<file path="src/rtl/hazard_stall_controller.sv">
// hazard_stall_controller
//   Sequences a 5-stage RISC-V pipeline around hazards that forwarding
//   cannot resolve:
//   - a load-use RAW stall
//   - a taken-branch flush
//   - a multi-cycle EX hold for mul/div
//   It also keeps a saturating count of stalled cycles for performance
//   monitoring.
//
// Ports
//   clk, rst_n             pipeline clock, async active-low reset
//   ID_Rs1/ID_Rs2          source registers of the instruction in ID
//   ID_UsesRs1/ID_UsesRs2  the ID instruction actually reads rs1/rs2
//   EX_MemRead, EX_rdReg   the EX instruction is a load, and its rd
//   EX_IsMulDiv            the EX instruction is a multi-cycle mul/div
//   BranchTaken            branch/jump resolved taken in EX this cycle
//   CountClr               synchronous clear of StallCount
//   PCWrite, IF_ID_Write   PC / IF/ID load enables
//   IF_ID_Flush            IF/ID loads a NOP
//   ID_EX_Bubble           ID/EX loads a NOP
//   EX_Hold                ID/EX holds, EX/MEM loads a NOP
//   StallCount             saturating count of cycles with PCWrite=0
//
// state   | meaning
// RUN     | normal issue; decode load-use / branch / mul-div start
// MD_BUSY | mul/div still in EX; md_cnt hold cycles remain before release
module hazard_stall_controller #(
  parameter int MD_LATENCY = 4,
  parameter int CNT_W      = 16
) (
  input  logic             clk,
  input  logic             rst_n,
  input  logic [4:0]       ID_Rs1,
  input  logic [4:0]       ID_Rs2,
  input  logic             ID_UsesRs1,
  input  logic             ID_UsesRs2,
  input  logic             EX_MemRead,
  input  logic [4:0]       EX_rdReg,
  input  logic             EX_IsMulDiv,
  input  logic             BranchTaken,
  input  logic             CountClr,
  output logic             PCWrite,
  output logic             IF_ID_Write,
  output logic             IF_ID_Flush,
  output logic             ID_EX_Bubble,
  output logic             EX_Hold,
  output logic [CNT_W-1:0] StallCount
);

  typedef enum logic {RUN = 1'b0, MD_BUSY = 1'b1} state_t;

  // The first hold cycle is spent in RUN and the last cycle is the release,
  // so MD_BUSY only needs MD_LATENCY-2 further hold cycles.
  localparam logic [7:0] MD_INIT = 8'(MD_LATENCY - 2);

  state_t     state;
  logic [7:0] md_cnt;
  logic       luse;

  assign luse = EX_MemRead && (EX_rdReg != 5'd0) &&
                ((ID_UsesRs1 && (EX_rdReg == ID_Rs1)) ||
                 (ID_UsesRs2 && (EX_rdReg == ID_Rs2)));

  // Outputs are gated by rst_n so they take their pass-through values
  // the moment reset asserts, not at the next edge.
  always_comb begin
    PCWrite      = 1'b1;
    IF_ID_Write  = 1'b1;
    IF_ID_Flush  = 1'b0;
    ID_EX_Bubble = 1'b0;
    EX_Hold      = 1'b0;
    if (rst_n) begin
      case (state)
        RUN: begin
          if (EX_IsMulDiv) begin
            EX_Hold     = 1'b1;
            PCWrite     = 1'b0;
            IF_ID_Write = 1'b0;
          end else if (BranchTaken) begin
            IF_ID_Flush  = 1'b1;
            ID_EX_Bubble = 1'b1;
          end else if (luse) begin
            PCWrite      = 1'b0;
            IF_ID_Write  = 1'b0;
            ID_EX_Bubble = 1'b1;
          end
        end
        MD_BUSY: begin
          if (md_cnt != 8'd0) begin
            EX_Hold     = 1'b1;
            PCWrite     = 1'b0;
            IF_ID_Write = 1'b0;
          end
        end
        default: ;
      endcase
    end
  end

  always_ff @(posedge clk or negedge rst_n) begin
    if (!rst_n) begin
      state  <= RUN;
      md_cnt <= 8'd0;
    end else begin
      case (state)
        RUN: begin
          if (EX_IsMulDiv) begin
            state  <= MD_BUSY;
            md_cnt <= MD_INIT;
          end
        end
        MD_BUSY: begin
          if (md_cnt != 8'd0) md_cnt <= md_cnt - 8'd1;
          else                state  <= RUN;
        end
        default: state <= RUN;
      endcase
    end
  end

  always_ff @(posedge clk or negedge rst_n) begin
    if (!rst_n) begin
      StallCount <= '0;
    end else if (CountClr) begin
      StallCount <= '0;
    end else if (!PCWrite && (StallCount != {CNT_W{1'b1}})) begin
      StallCount <= StallCount + CNT_W'(1);
    end
  end

endmodule
</file>
<file path="config.mk">
export PLATFORM = sky130hd
export DESIGN_NAME = hazard_stall_controller
export DESIGN_NICKNAME = d
export VERILOG_FILES = /design/src/rtl/hazard_stall_controller.sv
export SDC_FILE = /design/constraint.sdc
export NUM_CORES = 1
export LEC_CHECK = 0
export ABC_AREA = 0
export BUFFER_PORTS_ARGS = -buffer_cell sky130_fd_sc_hd__buf_2
export CAP_MARGIN = 20
export CORE_MARGIN = 2
export CORE_UTILIZATION = 31
export CTS_BUF_LIST = sky130_fd_sc_hd__clkbuf_4 sky130_fd_sc_hd__clkbuf_8 sky130_fd_sc_hd__clkbuf_16
export CTS_CLUSTER_DIAMETER = 60
export DETAILED_ROUTE_END_ITERATION = 8
export GPL_TIMING_DRIVEN = 0
export PLACE_DENSITY_LB_ADDON = 0.15
export SYNTH_ARGS = -nofsm -noshare
export SYNTH_HDL_FRONTEND = slang
export SYNTH_SLANG_ARGS = --single-unit
</file>
<file path="constraint.sdc">
create_clock -name clk -period 3.1 [get_ports clk]
set_clock_uncertainty 0.2 [all_clocks]
set_input_delay 0.465 -clock clk [delete_from_list [all_inputs] [get_ports clk]]
set_output_delay 0.465 -clock clk [all_outputs]
set_load 0.005 [all_outputs]
</file>
* Word-level counts from Yosys, hierarchy flattened
Cells that the tools add are included.
Widths: inputs -> output; s select.
** Word-level totals
- Register bits :: 25
- Output and inout bits :: 21
- Logic and storage cells :: 46
** Operators by class
- Add/sub/neg operators :: 2
- Equality and inequality tests :: 5
- Multiplexer cells :: 24
- Bitwise operators :: 1
- Reductions and logical operators :: 11
** Operators with widths (count)
- $mux 16 :: 2
- $mux 1 :: 17
- $add 16x1->16 const B :: 1
- $mux 8 :: 2
- $ne 16x16->1 const B :: 1
- $pmux 8 s2 :: 1
- $eq 5x5->1 :: 2
- $reduce_bool 8->1 :: 1
- $sub 8x1->8 const B :: 1
- $logic_and 1x1->1 :: 5
- $reduce_bool 5->1 :: 1
- $pmux 1 s2 :: 2
- $ne 2x1->1 const B :: 1
- $ne 2x2->1 const B :: 1
- $reduce_and 2->1 :: 1
- $reduce_bool 2->1 :: 1
- $logic_not 1->1 :: 1
- $logic_or 1x1->1 :: 1
- $not 1->1 :: 1

* Depth between registers and ports, before layout
Gate-level depths: netlist of the first run.
- Word-level depth :: 13
- Depth in mapped cells :: 9

* Worst setup path before layout of the first run
OpenSTA, ideal clock, no wires.
- Path kind :: input -> output
- From :: input port EX_rdReg[1]
- To :: output port PCWrite
- Arrival :: 1.676 ns
- Required time :: 2.435 ns
- Slack :: 0.759 ns
- Stages on the path :: 6
- Buffers on the path :: 2
- Cells stage by stage :: or4_1 -> o21ai_4 -> nor2_2 -> a21oi_2 -> buf_6 -> buf_4
** On the way
- Cells in the longest elaborated chain, start to end :: 9
** Ends and longest elaborated chain
- start, declared :: line 38 : input logic [4:0] EX_rdReg,
- $eq 5x5->1, on equally long branches :: line 61, 62
- $logic_and 1x1->1, on equally long branches :: line 61, 62
- $logic_or 1x1->1 :: line 61 : ((ID_UsesRs1 && (EX_rdReg == ID_Rs1)) ||
- $logic_and 1x1->1 (*) :: line 60 : assign luse = EX_MemRead && (EX_rdReg != 5'd0) &&
- $mux 1 (*) (3 in series)
- $pmux 1 s2 (*)
- $mux 1 (*)
- end, declared :: line 42 : output logic PCWrite,
Mark *: on every way between the ends. The rest lies on a longest branch, timed or not.

* Worst setup path in the final report of the first run
- From :: register md_cnt[0]
- To :: output port PCWrite
** On the way
- Cells in the longest elaborated chain, start to end :: 4
** Ends and longest elaborated chain
- start, declared :: line 57 : logic [7:0] md_cnt;
- start signal, assigned :: line 113 : if (md_cnt != 8'd0) md_cnt <= md_cnt - 8'd1;
- $reduce_bool 8->1 :: line 89 : if (md_cnt != 8'd0) begin
- $mux 1 :: line 89
- $pmux 1 s2 :: line 73 : case (state)
- $mux 1 :: line 72 : if (rst_n) begin
Every way passes these cells.

==> results of run 1 <==
critical path, stage by stage, from the launching register on:
cell and delay (ns):
dfrtp_1 0.38, inv_1 0.11, ha_1 0.16, nor4bb_4 0.38
a211o_1 0.22, nor2_2 0.05, a21oi_2 0.25, buf_6 0.19
buf_4 0.11, buf_2 0.09
sequential cells by signal, summed over array words and instances (netlist names):
| name | count |
|---|---|
| md_cnt | 8 |
| state | 1 |
| StallCount | 16 |
synth_stat cells, types with 4 or more instances:
library cell	n	area, um^2
xnor2_1	11	96.34
o21ai_0	8	40.04
and3_1	4	25.02
o31ai_1	7	52.55
nand3_1	13	65.06
or4_1	8	60.06
inv_1	6	22.52
nand2_1	7	26.28
xor2_1	5	43.79
dfrtp_1	25	625.6
nand4_1	4	25.02
nor2_1	13	48.80
or3_1	6	37.54
a21oi_1	13	65.06
how the worst max path moves through the flow:
stage / from / end / slack (ns) / cells after the start
after floorplan: EX_rdReg[1] / PCWrite / 0.76 / 6
after global placement: rst_n / StallCount[10] / 0.27 / 7
after detailed placement: rst_n / StallCount[10] / 0.30 / 7
after CTS: md_cnt[0] / PCWrite / 0.20 / 9
after global routing: md_cnt[0] / PCWrite / 0.08 / 9
final: md_cnt[0] / PCWrite / 0.23 / 9
power by group through the flow:
stage               logic, W  registers (W)  clock network [W]
floorplan           0.000227       0.000450                  0
global placement    0.000303       0.000464                  0
detailed placement  0.000307       0.000461                  0
CTS                 0.000304       0.000458           0.000214
global route        0.000341       0.000470           0.000233
finish              0.000298       0.000459           0.000206
routing by layer:
| layer | vias to the layer above | share of wire [%] |
|---|---|---|
| met4 | 0 | 1.0 |
| li1 | 705 | - |
| met2 | 40 | 43 |
| met3 | 4 | 5.9 |
| met5 | - | 0 |
| met1 | 647 | 50 |
cell families after synthesis:
logic type      after synthesis  synth area share, %
compound gates               40                17.56
xor+xnor                     16                8.819
fa+ha+maj                     3                2.362
buf+inv                      12                4.882
flops                        25                39.37
mux                           2                1.339
simple gates                 68                25.67
per-stage QoR:
stage	hold slack [ns]	area, um^2	total power, W	utilization (%)	setup WS, ns
after global routing	0.04547	1936	0.001045	38.64	0.07852
after floorplan	-0.03059	1589	0.0006765	-	0.7591
after global placement	0.3276	1887	0.0007670	37.66	0.2672
after detailed placement	0.3149	1887	0.0007685	37.66	0.2966
final	-0.007198	1936	0.0009633	38.64	0.2280
after CTS	0.01547	1936	0.0009755	38.64	0.2042
cell type report:
| type | count | area, um^2 |
|---|---|---|
| clock buffers | 4 | 48.80 |
| plain buffers | 6 | 55.05 |
| fillers | 551 | 3074 |
| inverters | 6 | 22.52 |
| well taps | 70 | 87.58 |
| multi-input cells | 129 | 885.9 |
| flip-flops and latches | 25 | 625.6 |
| repair buffers | 42 | 210.2 |
==> flow_metrics.py, run 1 <==
metrics = {
    "yosys": {
        "synth_ff_type": "dfrtp_1",
        "synth_cells": 166,
        "syn_area_mm2": 0.001589,
        "synth_edf_count": 0,
        "syn_avg_cell_area_um2": 9.572,
        "ys_ff_latch": 25,
        "ys_seq_area_share_pct": 39.37,
        "synth_cell_types": 39,
        "syn_nets": 192,
        "synth_warnings": 0,
        "async_flop_share_pct": 100.0,
    },
    "floorplan": {
        "die_height_um": 75.60,
        "dieArea_mm2": 0.005715,
        "initial_core_util_pct": 31.72,
        "rows": 26,
        "fp.coreArea_mm2": 0.005010,
        "die_w_um": 75.60,
        "pin_count": 44,
    },
    "finish": {
        "final_cell_mix": "42 x buf_2, 25 x dfrtp_1, 13 x nor2_1, 13 x nand3_1, 13 x a21oi_1",
        "final_nets": 239,
        "final_cells": 282,
        "area_growth_syn_to_layout_pct": 21.81,
        "drive_gt1_share_pct": 30.19,
        "final_common_cell": "buf_2",
        "diodes": 0,
    },
    "cts": {
        "max-clock-path-buffers": 2,
        "htreeDepth": 1,
        "clock-root-buffer": "clkbuf_8",
        "cts_tree": "yes",
        "cts_resized": 0,
        "clock_latency_ns": 0.27,
        "cts_setup_buffers": 0,
        "clock_sinks": 25,
        "cts_hold_buf": 0,
        "clk_pin_slew_ns": 0.09,
        "cts_buffers": 3,
    },
    "worst_setup_path": {
        "crit_fanout": 11,
        "cp-end-kind": "primary output",
        "reg2reg_to": "StallCount[1]",
        "cp_data_arrival_time_ns": 2.21,
        "criticalPathCategory": "reg -> out",
        "crit_required_ns": 2.43,
        "reg2reg_slack_ns": 0.48,
        "startpoint_type": "register",
        "worstRegToRegCells": 8,
        "regToRegStartpoint": "StallCount[0]",
    },
    "power_and_ir_drop": {
        "combinationalPowerShare_pct": 31.0,
        "power_leakage_nw": 0.8400,
        "power.density_mw_per_mm2": 497.7,
        "switching_share_pct": 34.45,
        "p_switching_w": 0.0003319,
        "p_int_w": 0.0006314,
        "ir_worst_vdd_mv": 0.2139,
        "seq_power_share_pct": 47.6,
        "clkPwrFrac_pct": 21.4,
    },
    "grt": {
        "use_met1_pct": 18.90,
        "antenna_found_initial": 0,
        "grt_start_max_net_pins": 29,
        "grt_pass1_wl_um": 6051,
        "grt_use_met3_pct": 3.175,
        "grt_use_total_pct": 13.68,
        "grt_util_met2_pct": 21.55,
        "top_usage_layer": "met2",
        "grt-ovfl-total": 0,
        "grt_pass1_vias": 1341,
    },
    "status": {
        "status": "complete, but fails checks",
        "failed_checks": "negative hold slack",
    },
    "routing": {
        "viasPerCell": 4.950,
        "drc": 0,
        "wl_um": 3597,
        "wl_per_cell_um": 12.76,
        "ant_nets": 0,
        "via_count": 1396,
        "dr.pass1.iters": 4,
        "drt-initial-drc-count": 38,
    },
    "sta": {
        "fin_crit_sh_pct": 92.65,
        "tightestPinTransition_ns": 0.6028,
        "rsz0062_at_grt": "no",
        "setup_viol_count_final": 0,
        "whs_ns": -0.007198,
        "hold_viol": 13,
        "slew_viol_final": 0,
        "slew_headroom_pct": 59.82,
        "final.min_clock_period_ns": 2.872,
        "setup-tns-final_ns": 0,
        "fmax_mhz": 348.2,
    },
    "place": {
        "dp_cells": 278,
        "gp_congestion": 0.7432,
        "port_buffers": 42,
        "hpwl_um": 2737,
    },
    "min_path": {
        "hold_path_class": "in -> async",
    },
    "run": {
        "cap_violations": 0,
    },
}
Power figures use the tool's default switching activity.
==> run 2: changes to the inputs <==
--- a/config.mk
+++ b/config.mk
@@ -9,8 +9,7 @@
 export BUFFER_PORTS_ARGS = -buffer_cell sky130_fd_sc_hd__buf_2
 export CAP_MARGIN = 20
 export CORE_MARGIN = 2
-export CORE_UTILIZATION = 31
-export CTS_BUF_LIST = sky130_fd_sc_hd__clkbuf_4 sky130_fd_sc_hd__clkbuf_8 sky130_fd_sc_hd__clkbuf_16
+export CORE_UTILIZATION = 52
 export CTS_CLUSTER_DIAMETER = 60
 export DETAILED_ROUTE_END_ITERATION = 8
 export GPL_TIMING_DRIVEN = 0
==> constraint.sdc (replaced) <==
create_clock -name clk -period 2.9 [get_ports clk]
set_clock_uncertainty 0.2 [all_clocks]
set_input_delay 0.435 -clock clk [delete_from_list [all_inputs] [get_ports clk]]
set_output_delay 0.435 -clock clk [all_outputs]
set_load 0.005 [all_outputs]
==> run 2 against run 1 <==
The flow now finishes without violations; via count increased by 5.8%; core utilization increased by 26 points; sequential share of layout area increased by 0.25 points; first-iteration DRC count increased by 24%; clock power decreased by 23%; setup slack got worse by 0.093 ns; combinational power increased by 13%; sequential cell count unchanged; worst hold slack improved by 0.082 ns; critical path depth unchanged; critical path type is now in -> out.
==> flow_metrics.py, run 2 (synthesis gave the netlist of run 1 again) <==
metrics = {
    "worst_setup_path": {
        "crit_required_ns": 2.27,
        "cp_data_arrival_time_ns": 2.13,
        "reg2reg_to": "StallCount[10]",
        "crit_chain": "dlygate4sd3_1, buf_2, inv_1, a211o_1, nor2_2, a21oi_4, buf_6, buf_4, buf_2",
        "critPathSlowestCell": "dlygate4sd3_1",
        "crit_fanout": 11,
        "reg2reg_slack_ns": 0.30,
        "cp_num_buf_inv": 6,
        "startpoint_type": "input port",
        "slowest_delay_ns": 0.52,
        "criticalPathCategory": "in -> out",
        "cp-end-kind": "primary output",
        "regToRegStartpoint": "md_cnt[0]",
        "crit_start": "rst_n",
        "crit_path_frequent_cell": "buf_2",
        "worstRegToRegCells": 9,
        "cp_top_family": "buffers and inverters",
    },
    "cts": {
        "cts_tree": "yes",
        "clock_sinks": 25,
        "htreeDepth": 1,
        "max-clock-path-buffers": 2,
        "cts_buffers": 3,
        "clock-root-buffer": "clkbuf_4",
        "clk_pin_slew_ns": 0.14,
        "clock_latency_ns": 0.32,
    },
    "floorplan": {
        "rows": 20,
        "initial_core_util_pct": 53.36,
        "pin_count": 44,
        "dieArea_mm2": 0.003514,
        "fp.coreArea_mm2": 0.002978,
        "die_height_um": 59.28,
        "die_w_um": 59.28,
    },
    "finish": {
        "final_nets": 242,
        "final_common_cell": "buf_2",
        "largest_register_ffs": 16,
        "final_util_pct": 64.50,
        "area_growth_syn_to_layout_pct": 20.87,
        "nFillCells": 258,
        "multi_input_area_um2": 902.1,
        "reg.largest.list": "StallCount x16, md_cnt x8, state x1",
        "diodes": 0,
        "seqCellArea_um2": 625.6,
        "drive_gt1_share_pct": 30.70,
        "final_cell_mix": "42 x buf_2, 25 x dfrtp_1, 13 x nor2_1, 13 x nand3_1, 13 x a21oi_1",
        "largest_register": "StallCount",
    },
    "sta": {
        "setup-tns-final_ns": 0,
        "slew_viol_final": 0,
        "setup_viol_count_final": 0,
        "fin_crit_sh_pct": 95.34,
        "hold_viol": 0,
        "fmax_mhz": 361.7,
        "slew_headroom_pct": 71.86,
        "tightestPinTransition_ns": 0.4208,
        "rsz0062_at_grt": "no",
        "final.min_clock_period_ns": 2.765,
    },
    "grt": {
        "grt_pass1_vias": 1443,
        "grt_pass1_wl_um": 6244,
        "antenna_found_initial": 0,
        "grt-ovfl-total": 0,
        "grt_use_total_pct": 22.90,
        "grt_start_max_net_pins": 26,
    },
    "run": {
        "cap_violations": 0,
    },
    "place": {
        "hpwl_um": 2748,
        "port_buffers": 42,
        "gp_congestion": 0.8332,
    },
    "power_and_ir_drop": {
        "power_leakage_nw": 0.8507,
        "ir_worst_vdd_mv": 0.2114,
        "power.density_mw_per_mm2": 521.5,
    },
    "min_path": {
        "min_path_cells": 2,
        "worstHoldEndpoint": "StallCount[2]",
        "hold_path_class": "in -> reg",
        "hold_path.startpoint": "CountClr",
    },
    "routing": {
        "viasPerCell": 5.956,
        "wl_per_cell_um": 14.85,
        "wl_um": 3684,
        "via_count": 1477,
        "ant_nets": 0,
        "drt-initial-drc-count": 47,
        "drc": 0,
        "dr.pass1.iters": 4,
    },
    "status": {
        "status": "finished, final reports clean",
    },
}
==> run 2: cell count changes in the layout (fill, tap and decap cells not counted), sizes merged <==
cell and delta:
buf +2, dlygate4sd3 +1
==> run 2: area by class of cell <==
cell class | count | area share [%]
tap | 33 | 2.150
clock buffer | 4 | 1.368
buffer | 6 | 2.866
sequential | 25 | 32.57
multi-input combinational | 129 | 46.97
inverter | 6 | 1.173
timing repair buffer | 45 | 12.90
==> run 2: worst register-to-register path, stage by stage (launching register included) <==
cell and delay [ns]:
dfrtp_1 0.40, inv_2 0.07, ha_1 0.19, nor4bb_4 0.16, a211o_1 0.33, buf_4 0.15, a211oi_2 0.22, a21oi_2 0.15
nor4_1 0.26, mux2_2 0.37
==> run 2: worst max path at each step <==
stage	slack, ns	cells after the start	to
6_report	0.14	9	PCWrite
5_1_grt	0.02	9	PCWrite
4_1_cts	0.08	9	PCWrite
3_5_place_dp	0.12	7	StallCount[10]
3_3_place_gp	0.21	7	StallCount[10]
2_1_floorplan	0.60	9	StallCount[11]
==> run 2: timing repair <==
| item | CTS | global route |
|---|---|---|
| setup buffers | 1 | 0 |
| endpoints found under the setup margin | 1 | 1 |
| gates resized for setup | 0 | 3 |
| hold endpoints to repair | 25 | 0 |
| pin swaps | 2 | 1 |
| cloned | 0 | 0 |
| hold buffers | 2 | 0 |
==> run 2: layer usage <==
metal	part of all wire (%)	track usage [%]	vias up
met2	49	39.72	45
met5	0	0	-
met1	45	30.47	713
met4	0.49	3.896	0
li1	-	-	715
met3	5.0	3.493	4
==> run 2: power breakdown <==
group | internal (W) | switching (W)
Combinational | 0.000162 | 0.000175
Sequential | 0.000414 | 0.0000911
Clock | 0.0000538 | 0.000105
==> run 2: through the flow <==
stage	worst slack [ns]	area (um^2)	hold slack, ns	power, W	cells
after floorplan	0.5979	1589	-0.06059	0.0007232	166
after global placement	0.2094	1841	0.2697	0.0008043	241
after detailed placement	0.1223	1841	0.2877	0.0008281	241
after CTS	0.07908	1904	0.07284	0.0009906	248
after global routing	0.02313	1921	0.07268	0.001070	248
final	0.1350	1921	0.07460	0.001002	248
==> run 3: changes to the inputs <==
--- a/config.mk
+++ b/config.mk
@@ -14,6 +14,7 @@
 export DETAILED_ROUTE_END_ITERATION = 8
 export GPL_TIMING_DRIVEN = 0
 export PLACE_DENSITY_LB_ADDON = 0.15
+export RECOVER_POWER = 50
 export SYNTH_ARGS = -nofsm -noshare
 export SYNTH_HDL_FRONTEND = slang
 export SYNTH_SLANG_ARGS = --single-unit
==> run 3 against run 2 <==
Clock power barely moved; global-route usage did not move; die area did not move; cell area fell by 1.0%; final cell count did not move; sequential share of layout area rose by 0.34 points.
==> flow_metrics.py, run 3 (synthesis gave the netlist of run 1 again) <==
metrics = {
    "status": {
        "status": "finished, final reports clean",
    },
    "cts": {
        "cts_buffers": 3,
        "clock_sinks": 25,
        "clk_pin_slew_ns": 0.14,
        "clock_latency_ns": 0.31,
        "max-clock-path-buffers": 2,
        "cts_tree": "yes",
        "clock-root-buffer": "clkbuf_4",
        "htreeDepth": 1,
    },
    "power_and_ir_drop": {
        "p_total_w": 0.0009956,
        "power_leakage_nw": 0.8292,
        "ir_worst_vdd_mv": 0.2110,
        "switching_share_pct": 36.96,
        "p_int_w": 0.0006277,
        "combinationalPowerShare_pct": 33.6,
        "power.density_mw_per_mm2": 523.9,
        "clkPwrFrac_pct": 15.7,
        "seq_power_share_pct": 50.7,
        "p_switching_w": 0.0003680,
    },
    "place": {
        "hpwl_um": 2748,
        "port_buffers": 42,
        "gp_congestion": 0.8332,
        "dp_slack_ns": 0.1223,
    },
    "finish": {
        "final_util_pct": 63.82,
        "largest_register_ffs": 16,
        "drive_gt1_share_pct": 28.84,
        "reg.largest.list": "StallCount x16, md_cnt x8, state x1",
        "largest_register": "StallCount",
        "final_common_cell": "buf_2",
        "area_growth_syn_to_layout_pct": 19.61,
        "nFillCells": 263,
        "final_nets": 242,
        "final_cell_mix": "39 x buf_2, 25 x dfrtp_1, 13 x nor2_1, 13 x nand3_1, 13 x a21oi_1",
        "diodes": 0,
    },
    "min_path": {
        "hold_path_class": "in -> reg",
    },
    "worst_setup_path": {
        "cp_data_arrival_time_ns": 2.11,
        "cp-end-kind": "primary output",
        "crit_chain": "inv_2, ha_1, nor4bb_4, a211o_1, nor2_2, a21oi_4, buf_6, buf_4, buf_2",
        "crit_required_ns": 2.27,
        "critPathSlowestCell": "dfrtp_1",
        "crit_fanout": 11,
        "startpoint_type": "register",
        "criticalPathCategory": "reg -> out",
        "slowest_delay_ns": 0.40,
    },
    "sta": {
        "hold_viol": 0,
        "tightestPinTransition_ns": 1.384,
        "fmax_mhz": 364.3,
        "setup_viol_count_final": 0,
        "setup-tns-final_ns": 0,
        "rsz0062_at_grt": "no",
        "final.min_clock_period_ns": 2.745,
        "setup_slack_ns": 0.1552,
        "slew_viol_final": 0,
        "slew_headroom_pct": 7.732,
        "fin_crit_sh_pct": 94.65,
    },
    "grt": {
        "antenna_found_initial": 0,
        "grt_pass1_vias": 1443,
        "grt_pass1_wl_um": 6244,
        "grt_start_max_net_pins": 26,
        "grt-ovfl-total": 0,
        "grt_use_total_pct": 22.90,
    },
    "routing": {
        "viasPerCell": 5.948,
        "via_count": 1475,
        "drt-initial-drc-count": 47,
        "wl_per_cell_um": 14.78,
        "ant_nets": 0,
        "dr.pass1.iters": 4,
        "drc": 0,
        "wl_um": 3666,
    },
    "run": {
        "cap_violations": 0,
    },
    "floorplan": {
        "rows": 20,
        "die_w_um": 59.28,
        "dieArea_mm2": 0.003514,
        "pin_count": 44,
        "fp.coreArea_mm2": 0.002978,
        "die_height_um": 59.28,
        "initial_core_util_pct": 53.36,
    },
}
[run 3: changes by cell type in the layout (fill, tap and decap cells not counted)]
cell	previous run	this run
buf_12	1	0
buf_2	42	39
clkbuf_1	1	5
[run 3: what timing repair did]
item | in CTS | in global routing
hold buffers | 2 | 0
gates resized for setup | 0 | 3
endpoints found under the setup margin | 1 | 1
endpoints found under the hold margin | 25 | 0
pin swaps | 2 | 1
cloned | 0 | 0
buffers inserted | 1 | 0
[run 3: worst max-delay path: cells and delay by family (launching register included)]
kind            cells  cell delay [ns]
fa+ha+maj           1             0.19
simple gates        2             0.32
buf+inv             4             0.45
compound gates      2             0.42
flops               1             0.40
[run 3: layer usage]
metal  wire (um)  vias to the layer above  track usage (%)
met2        1807                       36            39.72
met5           0                        -                0
met4          34                        0            3.896
met3         156                        6            3.493
li1            -                      716                -
met1        1668                      717            30.47
[run 3: metrics by stage]
step           cell area, um^2  cells  hold slack, ns
4_1_cts                   1904    248         0.07284
3_3_place_gp              1841    241          0.2697
5_1_grt                   1901    248         0.07268
6_report                  1901    248         0.07849
3_5_place_dp              1841    241          0.2877
2_1_floorplan             1589    166        -0.06059
[run 3: area by class of cell]
type	count	area (um^2)	share of cell area [%]
Clock buffer	4	26.28	1.382
Tap cell	33	41.29	2.172
Timing Repair Buffer	45	227.7	11.98
Inverter	6	22.52	1.185
Multi-Input combinational cell	129	902.1	47.47
Buffer	6	55.05	2.897
Sequential cell	25	625.6	32.92
[run 3: power groups by stage]
stage                     logic, W  registers (W)  clock network, W
after floorplan           0.000242       0.000481                 0
after global placement    0.000311       0.000493                 0
after detailed placement  0.000328       0.000500                 0
after CTS                 0.000335       0.000492          0.000164
after global routing      0.000379       0.000513          0.000175
final                     0.000334       0.000505          0.000157
[run 3: worst paths after layout]
kind	endpoint	slack (ns)	from	cells past startpoint
worst max register to register	StallCount[10]	0.30	md_cnt[0]	9
max in group asynchronous	state	0.77	rst_n	3
worst min register to register	md_cnt[1]	0.35	state	1
worst min-delay path	StallCount[2]	0.08	CountClr	2
min in group asynchronous	StallCount[11]	0.93	rst_n	3
worst max-delay path	PCWrite	0.16	md_cnt[0]	9
